<file path="config.mk">
export PLATFORM = sky130hd
export DESIGN_NAME = fetch_prefetch_flat
export DESIGN_NICKNAME = d
export VERILOG_FILES = /design/src/rtl/fetch_prefetch_pkg.sv /design/src/rtl/fetch_prefetch_if.sv /design/src/rtl/fetch_prefetch_fifo.sv /design/src/rtl/fetch_prefetch.sv /design/src/flat_wrapper.sv
export SDC_FILE = /design/constraint.sdc
export NUM_CORES = 1
export LEC_CHECK = 0
export ABC_AREA = 1
export CORE_MARGIN = 4
export CORE_UTILIZATION = 35
export DETAILED_ROUTE_END_ITERATION = 6
export GPL_TIMING_DRIVEN = 0
export SYNTH_ARGS = -nofsm -noshare
export SYNTH_HDL_FRONTEND = slang
export SYNTH_HIERARCHICAL = 1
export SYNTH_SLANG_ARGS = --single-unit
</file>
<file path="constraint.sdc">
create_clock -name clk -period 5.48 [get_ports clk]
set_input_delay 1.37 -clock clk [delete_from_list [all_inputs] [get_ports clk]]
set_output_delay 1.37 -clock clk [all_outputs]
set_load 0.01 [all_outputs]
</file>
<file path="src/rtl/fetch_prefetch_pkg.sv">
// Shared constants and types for the fetch/prefetch stage.
//   FP_DATA_WIDTH    default instruction / address width
//   FP_FIRST_ADDR    default PC loaded on reset
//   FP_NOP           default instruction shown while the queue is empty
//   FP_ALIGN_MASK    clears the two low bits of a redirect target
//   redirect_e       which redirect source won this cycle
package fetch_prefetch_pkg;

    localparam int          FP_DATA_WIDTH = 32;
    localparam logic [31:0] FP_FIRST_ADDR = 32'h0000_0000;
    localparam logic [31:0] FP_NOP        = 32'h0000_0013;
    localparam logic [31:0] FP_ALIGN_MASK = 32'hFFFF_FFFC;

    typedef enum logic [1:0] {
        REDIR_NONE,
        REDIR_EXC,
        REDIR_BRANCH,
        REDIR_FLUSH
    } redirect_e;

endpackage

</file>
<file path="src/rtl/fetch_prefetch_if.sv">
// I-cache request/response bundle between the fetch stage and the I-cache.
//   cache_req_out   fetch request valid (fetch -> cache)
//   cache_addr_out  fetch address       (fetch -> cache)
//   cache_ready     cache takes the request this cycle (cache -> fetch)
//   cache_in        returned instruction                (cache -> fetch)
//   cache_valid     response valid, in order, >=1 cycle after acceptance
// Handshake: a request transfers on a cycle where cache_req_out && cache_ready;
// until then the fetch side holds cache_req_out and cache_addr_out stable
// unless a redirect withdraws the request.
interface fetch_prefetch_if #(
    parameter int DATA_WIDTH = 32
);
    logic                  cache_req_out;
    logic [DATA_WIDTH-1:0] cache_addr_out;
    logic                  cache_ready;
    logic [DATA_WIDTH-1:0] cache_in;
    logic                  cache_valid;

    modport master (
        output cache_req_out,
        output cache_addr_out,
        input  cache_ready,
        input  cache_in,
        input  cache_valid
    );

    modport slave (
        input  cache_req_out,
        input  cache_addr_out,
        output cache_ready,
        output cache_in,
        output cache_valid
    );
endinterface

</file>
<file path="src/rtl/fetch_prefetch_fifo.sv">
// fetch_fifo: synchronous FIFO holding {pc, instr} entries for decode.
//   clk, rst     clock, asynchronous active-high reset
//   clear_i      drop every entry (wins over push/pop)
//   push_i/din_i write an entry
//   pop_i        retire the head entry
//   dout_o       head entry, read combinationally
//   full_o, empty_o, count_o  occupancy status
// DEPTH must be a power of two so the pointers wrap on their own.
module fetch_fifo #(
    parameter int WIDTH = 64,
    parameter int DEPTH = 4
) (
    input  logic                       clk,
    input  logic                       rst,
    input  logic                       clear_i,
    input  logic                       push_i,
    input  logic [WIDTH-1:0]           din_i,
    input  logic                       pop_i,
    output logic [WIDTH-1:0]           dout_o,
    output logic                       full_o,
    output logic                       empty_o,
    output logic [$clog2(DEPTH+1)-1:0] count_o
);
    localparam int AW = $clog2(DEPTH);
    localparam int CW = $clog2(DEPTH + 1);

    logic [WIDTH-1:0] mem_q [DEPTH];
    logic [AW-1:0]    wr_ptr_q, wr_ptr_d;
    logic [AW-1:0]    rd_ptr_q, rd_ptr_d;
    logic [CW-1:0]    count_q, count_d;

    always_comb begin
        wr_ptr_d = wr_ptr_q;
        rd_ptr_d = rd_ptr_q;
        count_d  = count_q;
        if (clear_i) begin
            wr_ptr_d = '0;
            rd_ptr_d = '0;
            count_d  = '0;
        end else begin
            if (push_i) wr_ptr_d = wr_ptr_q + 1'b1;
            if (pop_i)  rd_ptr_d = rd_ptr_q + 1'b1;
            if (push_i && !pop_i)      count_d = count_q + 1'b1;
            else if (!push_i && pop_i) count_d = count_q - 1'b1;
        end
    end

    always_ff @(posedge clk or posedge rst) begin
        if (rst) begin
            wr_ptr_q <= '0;
            rd_ptr_q <= '0;
            count_q  <= '0;
        end else begin
            wr_ptr_q <= wr_ptr_d;
            rd_ptr_q <= rd_ptr_d;
            count_q  <= count_d;
        end
    end

    // Storage needs no reset: count_q alone decides which slots are live.
    always_ff @(posedge clk) begin
        if (push_i && !clear_i) mem_q[wr_ptr_q] <= din_i;
    end

    assign dout_o  = mem_q[rd_ptr_q];
    assign full_o  = (count_q == CW'(DEPTH));
    assign empty_o = (count_q == '0);
    assign count_o = count_q;

    always @(posedge clk) begin
        if (!rst) begin
            assert (!(push_i && full_o && !pop_i && !clear_i))
                else $error("fetch_fifo: push into full queue");
            assert (!(pop_i && empty_o && !clear_i))
                else $error("fetch_fifo: pop from empty queue");
        end
    end
endmodule

</file>
<file path="src/rtl/fetch_prefetch.sv">
// fetch_prefetch: instruction-fetch stage with a DEPTH-entry prefetch queue.
//   clk, reset                 clock, asynchronous active-high reset
//   stall                      decode cannot take the head this cycle
//   flush                      drop queue + in-flight fetches, refetch oldest lost PC
//   exception / exception_handler_address   highest-priority redirect
//   branch / branch_target                  second-priority redirect
//   cache (fetch_prefetch_if.master)        I-cache request/response
//   instruction_out, instruction_address_out, pc_plus_4_out,
//   instruction_valid_out      queue head presented to decode
// Queued entries plus in-flight requests never exceed DEPTH, so every
// response always has a slot waiting for it.
module fetch_prefetch
    import fetch_prefetch_pkg::*;
#(
    parameter int                    DATA_WIDTH = FP_DATA_WIDTH,
    parameter int                    DEPTH      = 4,
    parameter logic [DATA_WIDTH-1:0] RESET_ADDR = FP_FIRST_ADDR,
    parameter logic [DATA_WIDTH-1:0] NOP_INSTR  = FP_NOP
) (
    input  logic                  clk,
    input  logic                  reset,
    input  logic                  stall,
    input  logic                  flush,
    input  logic                  exception,
    input  logic [DATA_WIDTH-1:0] exception_handler_address,
    input  logic                  branch,
    input  logic [DATA_WIDTH-1:0] branch_target,
    fetch_prefetch_if.master      cache,
    output logic [DATA_WIDTH-1:0] instruction_out,
    output logic [DATA_WIDTH-1:0] instruction_address_out,
    output logic [DATA_WIDTH-1:0] pc_plus_4_out,
    output logic                  instruction_valid_out
);
    localparam int CW = $clog2(DEPTH + 1);
    localparam int EW = 2 * DATA_WIDTH;
    localparam logic [DATA_WIDTH-1:0] PC_STEP    = DATA_WIDTH'(4);
    localparam logic [DATA_WIDTH-1:0] ALIGN_MASK = ~DATA_WIDTH'(~FP_ALIGN_MASK);
    localparam logic [CW:0]           CAP        = (CW + 1)'(DEPTH);

    logic [DATA_WIDTH-1:0] fetch_pc_q, fetch_pc_d;
    logic [DATA_WIDTH-1:0] resp_pc_q, resp_pc_d;
    logic [CW-1:0]         outstanding_q, outstanding_d;
    logic [CW-1:0]         drop_cnt_q, drop_cnt_d;

    logic [EW-1:0]         fifo_head;
    logic [DATA_WIDTH-1:0] head_pc, head_instr;
    logic                  fifo_full, fifo_empty;
    logic [CW-1:0]         fifo_count;
    logic                  fifo_push, fifo_pop;

    redirect_e             redir_kind;
    logic                  redirect;
    logic [DATA_WIDTH-1:0] redir_raw, redir_target;
    logic [CW:0]           in_use;
    logic                  accept, resp_drop;

    assign head_pc    = fifo_head[EW-1:DATA_WIDTH];
    assign head_instr = fifo_head[DATA_WIDTH-1:0];

    // Flush restarts at the oldest PC decode has not consumed: the queue head
    // if anything is queued, otherwise the PC of the next expected response.
    always_comb begin
        redir_kind = REDIR_NONE;
        redir_raw  = resp_pc_q;
        if (exception) begin
            redir_kind = REDIR_EXC;
            redir_raw  = exception_handler_address;
        end else if (branch) begin
            redir_kind = REDIR_BRANCH;
            redir_raw  = branch_target;
        end else if (flush) begin
            redir_kind = REDIR_FLUSH;
            redir_raw  = fifo_empty ? resp_pc_q : head_pc;
        end
    end

    assign redirect     = (redir_kind != REDIR_NONE);
    assign redir_target = redir_raw & ALIGN_MASK;

    // Credit: a new request only when the queue can absorb every fetch in flight.
    assign in_use              = {1'b0, fifo_count} + {1'b0, outstanding_q};
    assign cache.cache_req_out  = !reset && !redirect && (in_use < CAP);
    assign cache.cache_addr_out = fetch_pc_q;
    assign accept               = cache.cache_req_out && cache.cache_ready;

    // Responses for fetches issued before a redirect are stale while drop_cnt_q > 0.
    assign resp_drop = cache.cache_valid && (drop_cnt_q != '0);
    assign fifo_push = cache.cache_valid && (drop_cnt_q == '0) && !redirect;
    assign fifo_pop  = !fifo_empty && !stall && !redirect;

    always_comb begin
        fetch_pc_d    = fetch_pc_q;
        resp_pc_d     = resp_pc_q;
        outstanding_d = outstanding_q;
        drop_cnt_d    = drop_cnt_q;

        if (accept && !cache.cache_valid)      outstanding_d = outstanding_q + 1'b1;
        else if (!accept && cache.cache_valid) outstanding_d = outstanding_q - 1'b1;

        if (accept)    fetch_pc_d = fetch_pc_q + PC_STEP;
        if (resp_drop) drop_cnt_d = drop_cnt_q - 1'b1;
        if (fifo_push) resp_pc_d  = resp_pc_q + PC_STEP;

        // Every fetch still in flight after this edge belongs to the old path;
        // drop_cnt_q counts the stale subset of outstanding_q, so it becomes
        // the whole remaining in-flight count (already-stale ones included).
        if (redirect) begin
            fetch_pc_d = redir_target;
            resp_pc_d  = redir_target;
            drop_cnt_d = outstanding_d;
        end
    end

    always_ff @(posedge clk or posedge reset) begin
        if (reset) begin
            fetch_pc_q    <= RESET_ADDR;
            resp_pc_q     <= RESET_ADDR;
            outstanding_q <= '0;
            drop_cnt_q    <= '0;
        end else begin
            fetch_pc_q    <= fetch_pc_d;
            resp_pc_q     <= resp_pc_d;
            outstanding_q <= outstanding_d;
            drop_cnt_q    <= drop_cnt_d;
        end
    end

    fetch_fifo #(
        .WIDTH (EW),
        .DEPTH (DEPTH)
    ) u_fifo (
        .clk     (clk),
        .rst     (reset),
        .clear_i (redirect),
        .push_i  (fifo_push),
        .din_i   ({resp_pc_q, cache.cache_in}),
        .pop_i   (fifo_pop),
        .dout_o  (fifo_head),
        .full_o  (fifo_full),
        .empty_o (fifo_empty),
        .count_o (fifo_count)
    );

    assign instruction_valid_out   = !fifo_empty;
    assign instruction_out         = fifo_empty ? NOP_INSTR : head_instr;
    assign instruction_address_out = fifo_empty ? resp_pc_q : head_pc;
    assign pc_plus_4_out           = instruction_address_out + PC_STEP;

    always @(posedge clk) begin
        if (!reset) begin
            assert (outstanding_q <= CW'(DEPTH))
                else $error("fetch_prefetch: outstanding above DEPTH");
            assert (drop_cnt_q <= outstanding_q)
                else $error("fetch_prefetch: drop_cnt above outstanding");
            assert (!(cache.cache_valid && outstanding_q == '0))
                else $error("fetch_prefetch: response with nothing outstanding");
            assert (!(fifo_push && fifo_full && !fifo_pop))
                else $error("fetch_prefetch: queue overflow");
        end
    end
endmodule

</file>
<file path="src/flat_wrapper.sv">
// flat-port wrapper written by rule: the top's interface ports become plain ports
module fetch_prefetch_flat import fetch_prefetch_pkg::*;
#(
    parameter int                    DATA_WIDTH = FP_DATA_WIDTH,
    parameter int                    DEPTH      = 4,
    parameter logic [DATA_WIDTH-1:0] RESET_ADDR = FP_FIRST_ADDR,
    parameter logic [DATA_WIDTH-1:0] NOP_INSTR  = FP_NOP
)
  (clk, reset, stall, flush, exception, exception_handler_address, branch, branch_target, instruction_out, instruction_address_out, pc_plus_4_out, instruction_valid_out, cache_cache_req_out, cache_cache_addr_out, cache_cache_ready, cache_cache_in, cache_cache_valid);
  fetch_prefetch_if #(.DATA_WIDTH(DATA_WIDTH)) cache_i ();
  input  logic clk;
  input  logic reset;
  input  logic stall;
  input  logic flush;
  input  logic exception;
  input  logic [DATA_WIDTH-1:0] exception_handler_address;
  input  logic branch;
  input  logic [DATA_WIDTH-1:0] branch_target;
  output logic [DATA_WIDTH-1:0] instruction_out;
  output logic [DATA_WIDTH-1:0] instruction_address_out;
  output logic [DATA_WIDTH-1:0] pc_plus_4_out;
  output logic instruction_valid_out;
  output wire logic [$bits(cache_i.cache_req_out)-1:0] cache_cache_req_out;
  output wire logic [$bits(cache_i.cache_addr_out)-1:0] cache_cache_addr_out;
  input wire logic [$bits(cache_i.cache_ready)-1:0] cache_cache_ready;
  input wire logic [$bits(cache_i.cache_in)-1:0] cache_cache_in;
  input wire logic [$bits(cache_i.cache_valid)-1:0] cache_cache_valid;
  assign cache_cache_req_out = cache_i.cache_req_out;
  assign cache_cache_addr_out = cache_i.cache_addr_out;
  assign cache_i.cache_ready = cache_cache_ready;
  assign cache_i.cache_in = cache_cache_in;
  assign cache_i.cache_valid = cache_cache_valid;
  fetch_prefetch #(.DATA_WIDTH(DATA_WIDTH), .DEPTH(DEPTH), .RESET_ADDR(RESET_ADDR), .NOP_INSTR(NOP_INSTR)) u_core (.clk(clk), .reset(reset), .stall(stall), .flush(flush), .exception(exception), .exception_handler_address(exception_handler_address), .branch(branch), .branch_target(branch_target), .cache(cache_i), .instruction_out(instruction_out), .instruction_address_out(instruction_address_out), .pc_plus_4_out(pc_plus_4_out), .instruction_valid_out(instruction_valid_out));
endmodule
</file>
# Word level (Yosys, flattened, before mapping)
# Memory sizes are Yosys's and may differ from the RTL's.
# Index checks and enable logic that the tools add are counted.
# word_totals
register_bits	77
latch_bits	0
ram_bits	256
mem_bits_ro	0
inputBits	104
output_inout_bits	130
elab_cells	75
n_memories	1
# mem_list
name	depth	word_bits	read_ports	rd_clocked_by_memory_dff	write_ports	line	rtl
u_core.u_fifo.mem_q	4	64	1	0	1	fetch_prefetch_fifo.sv:27	logic [WIDTH-1:0] mem_q [DEPTH];
# classes
addsub	11
multipliers	0
div_mod_pow	0
magnitude_cmp	1
n_eq_ne	0
n_shift	0
muxes	25
n_bitwise	0
reduce_logical	30
# ops
operator	count
two-way mux 32 bit	9
adder 32 x 3 -> 32 bit, second input constant	3
two-way mux 3 bit	7
two-way mux 2 bit	7
logical AND 1 bit	13
nonzero test 2 bit	5
subtractor 3 x 1 -> 3 bit, second input constant	3
zero test 1 bit	8
adder 3 x 1 -> 3 bit, second input constant	2
zero test 3 bit	2
nonzero test 3 bit	2
adder 2 x 1 -> 2 bit, second input constant	2
adder 3 x 3 -> 4 bit	1
less-than comparator 4 x 3 -> 1 bit, second input constant	1
two-way mux 1 bit	2

# Depth between registers and ports, before layout
# depth
ltp_word	13
mapped_depth	16
depth_no_buf	16

# Modules after synthesis
# Netlist, hierarchy kept.
# modules_own_cells
mod	instances	cells_per_inst	area_per_inst_um2	seq_area_each_um2
fetch_fifo	1	682	9933.3	7862.5
fetch_prefetch	1	1201	7091.8	1651.6

# Least setup slack after synthesis
# OpenSTA, ideal clock, no wires.
# synth_path
kind	input -> register
from	in flush
to	mem u_core.u_fifo.mem_q[0][0], enable pin
setup_time_ns	0.486
t_arrival_ns	5.041
required_time_ns	4.994
setup_slack_ns	-0.047
stages	7
n_path_buf	2
path_cell_list	buf_2 > nor2_4 > nand2_2 > clkbuf_1 > nor2_1 > nand2_1 > nor2_1
# synth_via
elab_chain_cells	9
# synth_rtl
element	line	rtl
from (decl)	flat_wrapper.sv:14	input logic flush;
two-way mux 2 bit	fetch_prefetch.sv:71	end else if (flush) begin
two-way mux 2 bit	fetch_prefetch.sv:68	end else if (branch) begin
two-way mux 2 bit	fetch_prefetch.sv:65	if (exception) begin
nonzero test 2 bit	fetch_prefetch.sv:77	assign redirect = (redir_kind != REDIR_NONE);
zero test 1 bit	fetch_prefetch.sv:88	assign fifo_push = cache.cache_valid && (drop_cnt_q == '0) && !redirect;
logical AND 1 bit	fetch_prefetch.sv:88	
net u_core.fifo_push	fetch_prefetch.sv:49	logic fifo_push, fifo_pop;
logical AND 1 bit	fetch_prefetch_fifo.sv:62	if (push_i && !clear_i) mem_q[wr_ptr_q] <= din_i;
two-way mux 1 bit	fetch_prefetch_fifo.sv:62	
two-way mux 1 bit (implied by the code)	fetch_prefetch_fifo.sv:62	
to (decl)	fetch_prefetch_fifo.sv:27	
# The timed path passes the listed nets, and every way through them passes these cells.

# Final worst setup path
# layout_path
from	reg u_core.u_fifo.rd_ptr_q[0]
to	out pc_plus_4_out[27]
# layout_via
elab_chain_cells	3
# layout_rtl
element	line	rtl
from (decl)	fetch_prefetch_fifo.sv:29	logic [AW-1:0] rd_ptr_q, rd_ptr_d;
from (signal assigned)	fetch_prefetch_fifo.sv:55	rd_ptr_q <= rd_ptr_d;
memory (4 x 64 bit)	-	
net u_core.fifo_head[35]	fetch_prefetch.sv:45	logic [EW-1:0] fifo_head;
two-way mux 32 bit	fetch_prefetch.sv:146	assign instruction_address_out = fifo_empty ? resp_pc_q : head_pc;
adder 32 x 3 -> 32 bit	fetch_prefetch.sv:147	assign pc_plus_4_out = instruction_address_out + PC_STEP;
to (decl)	flat_wrapper.sv:21	output logic [DATA_WIDTH-1:0] pc_plus_4_out;
# The timed path passes the listed nets, and every way through them passes these cells.

==> out/qor.csv <==
metric,value,unit
status,"complete, no violations",
wl_per_cell,22.1,um
cp-end-kind,output port,
cts_resized,8,
drt-initial-drc-count,1634,
grt_pass1_vias,14388,
tightest_slew,0.936,ns
clk_pin_slew,0.06,ns
postCtsHoldBufs,0,
drt-total-wl,62200,um
grt_pass1_wl,92000,um
die_width,229,um
start_util,35.5,%
syn_to_final_growth,26.6,%
synth_cells,1882,
swShare,29.0,%
fillers,4703,
fmax,188,MHz
route.detailed.drc,0,
tns,0,ns
final_cell_area,0.0216,mm2
arrival,3.95,ns
layout-drive-gt1-share,9.03,%
cp_max_fo,10,
gp_congestion,0.937,
rows,80,
cts_tree,yes,
relSlewSlack,37.4,%
maxCapViolCount,0,
core,0.0479,mm2
ios,234,
required,4.11,ns
grt_use_total,23.0,%
postRouteAntennaNets,0,
worst_ir_drop_vdd,0.214,mV
clkPwrFrac,37.3,%
clock_latency,0.56,ns
diodes,0,
critical_path_class,flip-flop to output port,
yosysWarnings,6,
clock-sinks,329,
grt_max_degree,50,
hold_path.class,flip-flop to flip-flop,
dpl.hpwl,45900,um
hold_viol_final,0,
cts_setup_buffers,0,
syn_area,0.0170,mm2
fin_crit_sh,97.0,%
htree_levels,2,
drv_slew,0,
leakage,8.24,nW
holdWs,0.530,ns
die_y,229,um
min_period,5.32,ns
antenna_found_initial,1,
max-clock-path-buffers,3,
detail_route.first_pass.iterations,6,
seqPwrFrac,44.9,%
intPower,4.72,mW
powerDensity,309,mW/mm2
dieArea,0.0522,mm2
cts_buffers,38,
synth.avg_cell_area,9.04,um2
pwr-share-comb,17.8,%
gr-total-overflow,0,
setup_viol,0,
rsz0062_at_grt,no,
p_sw,1.93,mW
setup.worst_path.start_class,flip-flop,
place_area,0.0203,mm2
vias_per_cell,5.34,
fin_skew,0.0161,ns
io_buffers,224,
fin_util,45.0,%
ctsRootBufferMaster,clkbuf_16,
final_net_count,2281,
vias,14981,
path summary, 6_finish.rpt:
| check | startpoint | endpoint | slack [ns] | cells after the start |
|---|---|---|---|---|
| min in group asynchronous | reset | u_core/outstanding_q[2]$_DFF_PP0_ | 1.17 | 2 |
| worst max register to register | u_core/drop_cnt_q[0]$_DFFE_PP0P_ | u_core/u_fifo/mem_q[0][18]$_DFFE_PP_ | 2.29 | 9 |
| worst max-delay path | u_core/u_fifo/rd_ptr_q[0]$_DFFE_PP0P_ | pc_plus_4_out[27] | 0.16 | 15 |
| max in group asynchronous | reset | u_core/resp_pc_q[23]$_DFFE_PP0P_ | 3.72 | 3 |
| worst min-delay path | u_core/resp_pc_q[4]$_DFFE_PP0P_ | u_core/u_fifo/mem_q[0][36]$_DFFE_PP_ | 0.53 | 0 |
| worst min register to register | u_core/resp_pc_q[4]$_DFFE_PP0P_ | u_core/u_fifo/mem_q[0][36]$_DFFE_PP_ | 0.53 | 0 |
per-layer routing:
metal | part of all wire, % | vias up | wire length (um) | global-route usage (%)
met2 | 47 | 750 | 29400 | 37.8
li1 | - | 6937 | - | -
met5 | 0.032 | - | 20 | 0
met3 | 8.1 | 112 | 5050 | 4.26
met4 | 2.9 | 2 | 1780 | 6.43
met1 | 42 | 7180 | 26000 | 31.3
stage by stage:
stage               setup slack, ns  instances  power (mW)
floorplan                   -0.0473       1891        3.56
detailed placement            0.186       2739        4.19
global route                 0.0153       2807        6.91
global placement              -3.17       2730        4.17
CTS                          0.0185       2807        6.67
finish                        0.164       2807        6.65
registers in the layout, indices dropped and copies added, names as in the netlist:
register                     flops
u_core/u_fifo/mem_q            256
u_core/cache.cache_addr_out     30
u_core/resp_pc_q                30
u_core/drop_cnt_q                3
u_core/outstanding_q             3
u_core/u_fifo/count_o            3
u_core/u_fifo/rd_ptr_q           2
u_core/u_fifo/wr_ptr_q           2
critical path, stage by stage, from the launching register on:
cell and delay (ns):
dfrtp_1 0.45, buf_6 0.19, inv_4 0.07, buf_6 0.17, buf_4 0.23, nor2_1 0.06
o22ai_1 0.17, nand2_1 0.08, o21ai_2 0.15, nand2_1 0.25, nor2_2 0.18, nand2_1 0.10
nor2_1 0.19, nand2_1 0.16, xor2_1 0.32, clkdlybuf4s50_1 0.61
placed cells by master (no fill, tap or decap), drive strengths merged, types with 2 or more instances in the layout:
master,instances
edfxtp,256
nor3,35
nand4,13
clkinv,10
o211ai,21
xnor2,15
xor2,45
or2,3
nand3b,4
clkinvlp,3
conb,10
nand3,46
a21oi,83
nand2,385
ha,13
dfrtp,73
nor2,347
clkdlybuf4s50,224
inv,142
o21ai,201
o22ai,65
a22oi,3
buf,65
and2,7
bufinv,2
clkbuf,95
a31oi,21
o31ai,3
final cells by class:
class | count | area (um2) | share of cell area, %
buffer | 98 | 581 | 2.69
clock buffer | 53 | 1040 | 4.82
clock inverter | 16 | 164 | 0.760
inverter | 141 | 542 | 2.51
multi-input combinational | 1322 | 6500 | 30.2
sequential | 329 | 9510 | 44.1
tap | 615 | 769 | 3.57
timing repair buffer | 233 | 2440 | 11.3
power groups by stage:
| stage | combinational [mW] | clock (mW) | sequential, mW |
|---|---|---|---|
| after detailed placement | 1.16 | 0 | 3.03 |
| after floorplan | 0.584 | 0 | 2.98 |
| after global placement | 1.14 | 0 | 3.02 |
| after global routing | 1.28 | 2.62 | 3.00 |
| after CTS | 1.17 | 2.52 | 2.98 |
| final | 1.18 | 2.48 | 2.99 |
(Power assumes the default switching activity.)
